## config.mk

```make
export PLATFORM = sky130hd
export DESIGN_NAME = sseg_scan_driver
export DESIGN_NICKNAME = d
export VERILOG_FILES = /design/src/rtl/sseg_scan_driver.sv
export SDC_FILE = /design/constraint.sdc
export NUM_CORES = 1
export LEC_CHECK = 0
export ABC_CLOCK_PERIOD_IN_PS = 4500
export CAP_MARGIN = 25
export CORE_UTILIZATION = 57
export CTS_CLUSTER_DIAMETER = 150
export DETAILED_ROUTE_END_ITERATION = 10
export MAX_ROUTING_LAYER = met4
export PLACE_DENSITY = 0.91
export SLEW_MARGIN = 20
export SYNTH_ARGS = -nofsm -noshare
export SYNTH_HDL_FRONTEND = slang
export SYNTH_SLANG_ARGS = --single-unit
```

## constraint.sdc

```tcl
create_clock -name clk -period 4.5 [get_ports clk]
set_input_delay 0.9 -clock clk [delete_from_list [all_inputs] [get_ports clk]]
set_output_delay 0.9 -clock clk [all_outputs]
set_load 0.005 [all_outputs]
```

## src/rtl/sseg_scan_driver.sv

```systemverilog
// Eight-digit multiplexed seven-segment driver with per-frame input snapshot and per-digit PWM.
// Define SSEG_LZ_BLANK_EN to compile in leading-zero blanking of the upper digits.
module sseg_scan_driver #(
  parameter int N = 18
) (
  input  logic        clk,
  input  logic        reset,
  input  logic [31:0] hex,
  input  logic [7:0]  dp,
  input  logic [3:0]  bright,
  input  logic        blank,
  output logic [7:0]  an,
  output logic [7:0]  sseg,
  output logic        frame_tick
);

  localparam logic [N-1:0] CNT_LAST = {N{1'b1}};
  localparam logic [N-1:0] CNT_ONE  = {{(N-1){1'b0}}, 1'b1};

  function automatic logic [6:0] hex_font(input logic [3:0] nib);
    logic [6:0] seg;
    case (nib)
      4'h0:    seg = 7'h40;
      4'h1:    seg = 7'h79;
      4'h2:    seg = 7'h24;
      4'h3:    seg = 7'h30;
      4'h4:    seg = 7'h19;
      4'h5:    seg = 7'h12;
      4'h6:    seg = 7'h02;
      4'h7:    seg = 7'h78;
      4'h8:    seg = 7'h00;
      4'h9:    seg = 7'h10;
      4'hA:    seg = 7'h08;
      4'hB:    seg = 7'h03;
      4'hC:    seg = 7'h46;
      4'hD:    seg = 7'h21;
      4'hE:    seg = 7'h06;
      4'hF:    seg = 7'h0E;
      default: seg = 7'h7F;
    endcase
    return seg;
  endfunction

`ifdef SSEG_LZ_BLANK_EN
  // A digit goes dark once every nibble and decimal point from it upward is zero.
  function automatic logic [7:0] lz_dark(input logic [31:0] h, input logic [7:0] d);
    logic [7:0] dark;
    logic       zero_run;
    dark     = 8'h00;
    zero_run = 1'b1;
    for (int i = 7; i >= 1; i--) begin
      zero_run = zero_run & (h[4*i +: 4] == 4'h0) & ~d[i];
      dark[i]  = zero_run;
    end
    return dark;
  endfunction
`endif

  logic [N-1:0] cnt_q, cnt_d;
  logic [31:0]  hex_s_q, hex_s_d;
  logic [7:0]   dp_s_q, dp_s_d;
  logic [3:0]   bright_s_q, bright_s_d;
  logic [7:0]   an_q, an_d;
  logic [7:0]   sseg_q, sseg_d;
  logic         frame_tick_q, frame_tick_d;

  logic         wrap_s;
  logic [2:0]   sel_s;
  logic [3:0]   ph_s;
  logic [3:0]   nib_s;
  logic [7:0]   lz_dark_s;
  logic         dark_s;

  // Refresh counter and frame snapshot; inputs are captured only on the frame wrap.
  always_comb begin
    wrap_s = (cnt_q == CNT_LAST);
    cnt_d  = cnt_q + CNT_ONE;
    if (wrap_s) begin
      hex_s_d    = hex;
      dp_s_d     = dp;
      bright_s_d = bright;
    end else begin
      hex_s_d    = hex_s_q;
      dp_s_d     = dp_s_q;
      bright_s_d = bright_s_q;
    end
  end

  // Next anode/segment pattern from the current counter state and snapshot.
  always_comb begin
    sel_s = cnt_q[N-1:N-3];
    ph_s  = cnt_q[N-4:N-7];
    nib_s = hex_s_q[{sel_s, 2'b00} +: 4];
`ifdef SSEG_LZ_BLANK_EN
    lz_dark_s = lz_dark(hex_s_q, dp_s_q);
`else
    lz_dark_s = 8'h00;
`endif
    dark_s = blank | (ph_s > bright_s_q) | lz_dark_s[sel_s];
    if (dark_s) begin
      an_d   = 8'hFF;
      sseg_d = 8'hFF;
    end else begin
      an_d   = ~(8'h01 << sel_s);
      sseg_d = {~dp_s_q[sel_s], hex_font(nib_s)};
    end
    frame_tick_d = wrap_s;
  end

  // State and output registers.
  always_ff @(posedge clk or posedge reset) begin
    if (reset) begin
      cnt_q        <= {N{1'b0}};
      hex_s_q      <= 32'h0000_0000;
      dp_s_q       <= 8'h00;
      bright_s_q   <= 4'hF;
      an_q         <= 8'hFF;
      sseg_q       <= 8'hFF;
      frame_tick_q <= 1'b0;
    end else begin
      cnt_q        <= cnt_d;
      hex_s_q      <= hex_s_d;
      dp_s_q       <= dp_s_d;
      bright_s_q   <= bright_s_d;
      an_q         <= an_d;
      sseg_q       <= sseg_d;
      frame_tick_q <= frame_tick_d;
    end
  end

  assign an         = an_q;
  assign sseg       = sseg_q;
  assign frame_tick = frame_tick_q;

endmodule

```

==> results by group <==
Global route
  – Initial antenna violation count: 0
  – Vias in the first global route: 2,529
  – Met3 usage: just over 4%
  – Total GRT Usage: between 20% and 30%
  – Routing usage on met2: approximately two fifths
  – Met1 GRT Util: a little under a third
  – Grt total ovfl: 0
  – First-pass GRT wire length: between 10,000 and 15,000 um
  – Layer with the highest usage: met2
  – Largest net degree at the start of global routing: 39

Critical path
  – Worst Setup Start Kind: register
  – Reg-to-reg critical path endpoint: sseg[3]
  – Max incr delay on CP: 0.68 ns
  – WS Path Type: reg2reg
  – Crit path DAT: about 2.8 ns
  – Register-to-Register Setup Slack: 1.98 ns
  – Slowest CP cell: dfrtp_1
  – Crit path capture type: register
  – R2r worst-path depth: 7
  – Crit path max fanout: 11
  – Worst Path Required: approximately 4.8 ns
  – Critical path, cell by cell: nor2b_1 > a221o_1 > inv_1 > ha_1 > o21ai_0 > o2111ai_1 > and2_1
  – Worst R2R Start: cnt_q[15]

Floorplanning
  – Die area: 0.006970 mm2
  – Io pins: 64
  – Rows: 29
  – Core Footprint: approximately 0.0064 mm2
  – Starting density of the core: ~60%
  – Chip Height: ~83 um
  – Chip width: 83.49 um

Power
  – Logic pwr share: 9.9%
  – Switching Fraction: a little under a quarter
  – Sequential power share: a little over half
  – Internal Pwr Total: roughly 1.1 mW
  – Leak Pwr: about 2.1 nW
  – Psw: 0.3232 mW
  – Power Density: 304.8 mW/mm2
  – Maximum VDD drop: 0.0002121 V
  – Clock Power Share: between 30% and 40%

Finish
  – Nets: slightly below 400
  – Most frequent cells in the layout: clkdlybuf4s50_1 (63), dfrtp_1 (59), mux2_4 (40)
  – Antenna Cells: 0
  – Fillers: 418
  – Fraction of layout instances using a drive strength above 1: a little over a quarter
  – Layout area overhead: 23.54%
  – Commonest non-fill, non-tap cell in the layout: clkdlybuf4s50_1

Synth
  – Number of synthesized flops with an enable pin: 0
  – Sequential share of the synthesized area: 52.89%
  – Area leader, netlist: dfrtp_1
  – Syn nets: 329
  – #FFs+latches synth: 79
  – Share of the synthesized area in the top cell type: around two fifths
  – Synthesized area: around 0.0038 mm2
  – Ys async rst share: between 90% and 100%
  – Top FF cell, synth: dfrtp_1
  – Syn_area_per_cell: 13.97 um2
  – Synth warnings: 0
  – Top cells by area, synth: dfrtp_1 (39%), mux2_4 (16%), dfstp_2 (14%)
  – Synth Instances: roughly 270
  – Synth unique cells: 36

Outcome
  – Run status: complete, no violations

Timing
  – Final worst slack: ~2.0 ns
  – Worst rel slew slack: between 40% and 50%
  – Final Cycle Share: between 50% and 60%
  – Fin. Hold Viols: 0
  – Clock Skews: approximately 0.011 ns
  – Final setup viols: 0
  – Worst Max-Slew Pin Slew: between 0.8 and 0.9 ns
  – Slew Limit Fails: 0
  – Max Fclk: about 0.40 GHz
  – Final Critical Period: approximately 2.5 ns
  – RSZ-0062 raised after global routing: false
  – Setup_tns: 0 ns

Clock network
  – CTS Hold Bufs: 0
  – TritonCTS clock tree: yes
  – Post-CTS sizing: 0
  – Worst-path clk slew: around 0.080 ns
  – H-tree depth: 3
  – Clock Sinks: between 70 and 80
  – TritonCTS buffer count: 9
  – CTS root buf: clkbuf_8
  – Worst skew pair latency: 0.36 ns
  – Clk buf depth: 2
  – Post-CTS Repair Setup Buffers: 0

Placement
  – # port buffers: 63
  – Routability Congestion: 0.8816
  – Place WS: 1.747 ns
  – Hpwl dp: 5434 um

Route
  – DR iter-0 viols: between 150 and 200
  – Antenna violation net count after detailed routing: 0
  – Drt via density: approximately 5.6
  – Via count: 2,357
  – Detailed Routing Iterations Pass 1: 4
  – Routed WL: 7463 um
  – Drt wl/cell: approximately 18 um
  – # DRC: 0

Run
  – Max-cap violations: 0

Worst hold path
  – WHS Endpoint: cnt_q[10]
  – Startpoint of the worst hold path: cnt_q[10]
  – Hold Crit Depth: 1
  – Min-delay worst type: reg2reg
[cell type report]
type / count / area (um2) / share of cell area [%]
Clock buffer: 11 / 141.4 / 3.024
Clock inverter: 5 / 57.56 / 1.231
Inverter: 9 / 33.78 / 0.7225
Multi-Input combinational cell: 172 / 1672 / 35.75
Sequential cell: 79 / 2002 / 42.82
Tap cell: 77 / 96.34 / 2.060
Timing Repair Buffer: 67 / 673.1 / 14.40
[cell usage after synthesis (3+ instances only)]
master / n
a22o_1: 4
and2_1: 3
buf_2: 5
buf_6: 4
dfrtp_1: 59
dfstp_2: 20
ha_1: 11
inv_1: 9
mux2_2: 6
mux2_4: 40
mux2i_1: 17
mux4_2: 4
nand2_1: 17
nand3_1: 12
nand4_1: 3
nor2_1: 5
nor2b_1: 4
o21ai_0: 6
o221ai_1: 4
xnor2_1: 13
xor2_1: 3
[worst max-delay path, delay by kind of cell (launching register included)]
kind,cells,cell delay (ns)
and+or+nand+nor,2,0.71
DFF,1,0.68
AOI/OAI and AO/OA,3,0.65
adders and majority gates,1,0.27
buffers and inverters,1,0.14
[power by group through the flow]
stage / clock network (mW) / registers [mW] / logic, mW
2_1_floorplan: 0 / 0.766 / 0.0685
3_3_place_gp: 0 / 0.768 / 0.135
3_5_place_dp: 0 / 0.770 / 0.141
4_1_cts: 0.534 / 0.757 / 0.142
5_1_grt: 0.571 / 0.760 / 0.152
6_report: 0.527 / 0.757 / 0.141
[per-layer routing]
metal	up-vias	share of wire [%]	routed length (um)
met3	12	5.0	372
met2	90	51	3824
li1	1093	-	-
met1	1162	42	3121
met4	0	1.9	144
met5	-	0	0
[flip-flops by register name, indices dropped and copies added, names as in the netlist]
signal      flops
dp_s_q          8
bright_s_q      4
an              8
hex_s_q        32
frame_tick      1
cnt_q          18
sseg            8
[metrics by stage]
stage | power (mW) | util, % | hold WS (ns) | instance area, um2 | std cells
3_5_place_dp | 0.9116 | 70.10 | 0.4603 | 4477 | 404
4_1_cts | 1.434 | 73.22 | 0.4769 | 4676 | 420
6_report | 1.425 | 73.22 | 0.4752 | 4676 | 420
5_1_grt | 1.483 | 73.22 | 0.5172 | 4676 | 420
2_1_floorplan | 0.8349 | - | 0.4366 | 3785 | 271
3_3_place_gp | 0.9029 | 69.79 | 0.4511 | 4457 | 403
[worst max path at each step]
| stage | start | endpoint | depth (start not counted) |
|---|---|---|---|
| 6_report | cnt_q[15] | sseg[3] | 7 |
| 5_1_grt | cnt_q[15] | sseg[3] | 8 |
| 4_1_cts | cnt_q[0] | hex_s_q[19] | 6 |
| 3_5_place_dp | blank | an[5] | 5 |
| 3_3_place_gp | cnt_q[0] | hex_s_q[13] | 5 |
| 2_1_floorplan | reset | cnt_q[0] | 1 |
[cell families (layout without fill, tap and decap cells)]
| logic type | Yosys count | after routing | share of synthesized area (%) |
|---|---|---|---|
| DFF | 79 | 79 | 52.89 |
| muxes | 67 | 67 | 24.53 |
| and+or+nand+nor | 54 | 54 | 7.703 |
| AOI/OAI and AO/OA | 24 | 24 | 4.595 |
| buffers and inverters | 20 | 92 | 2.942 |
| xor gates and xnor gates | 16 | 16 | 3.703 |
| adders and majority gates | 11 | 11 | 3.636 |
(Power assumes the default switching activity.)
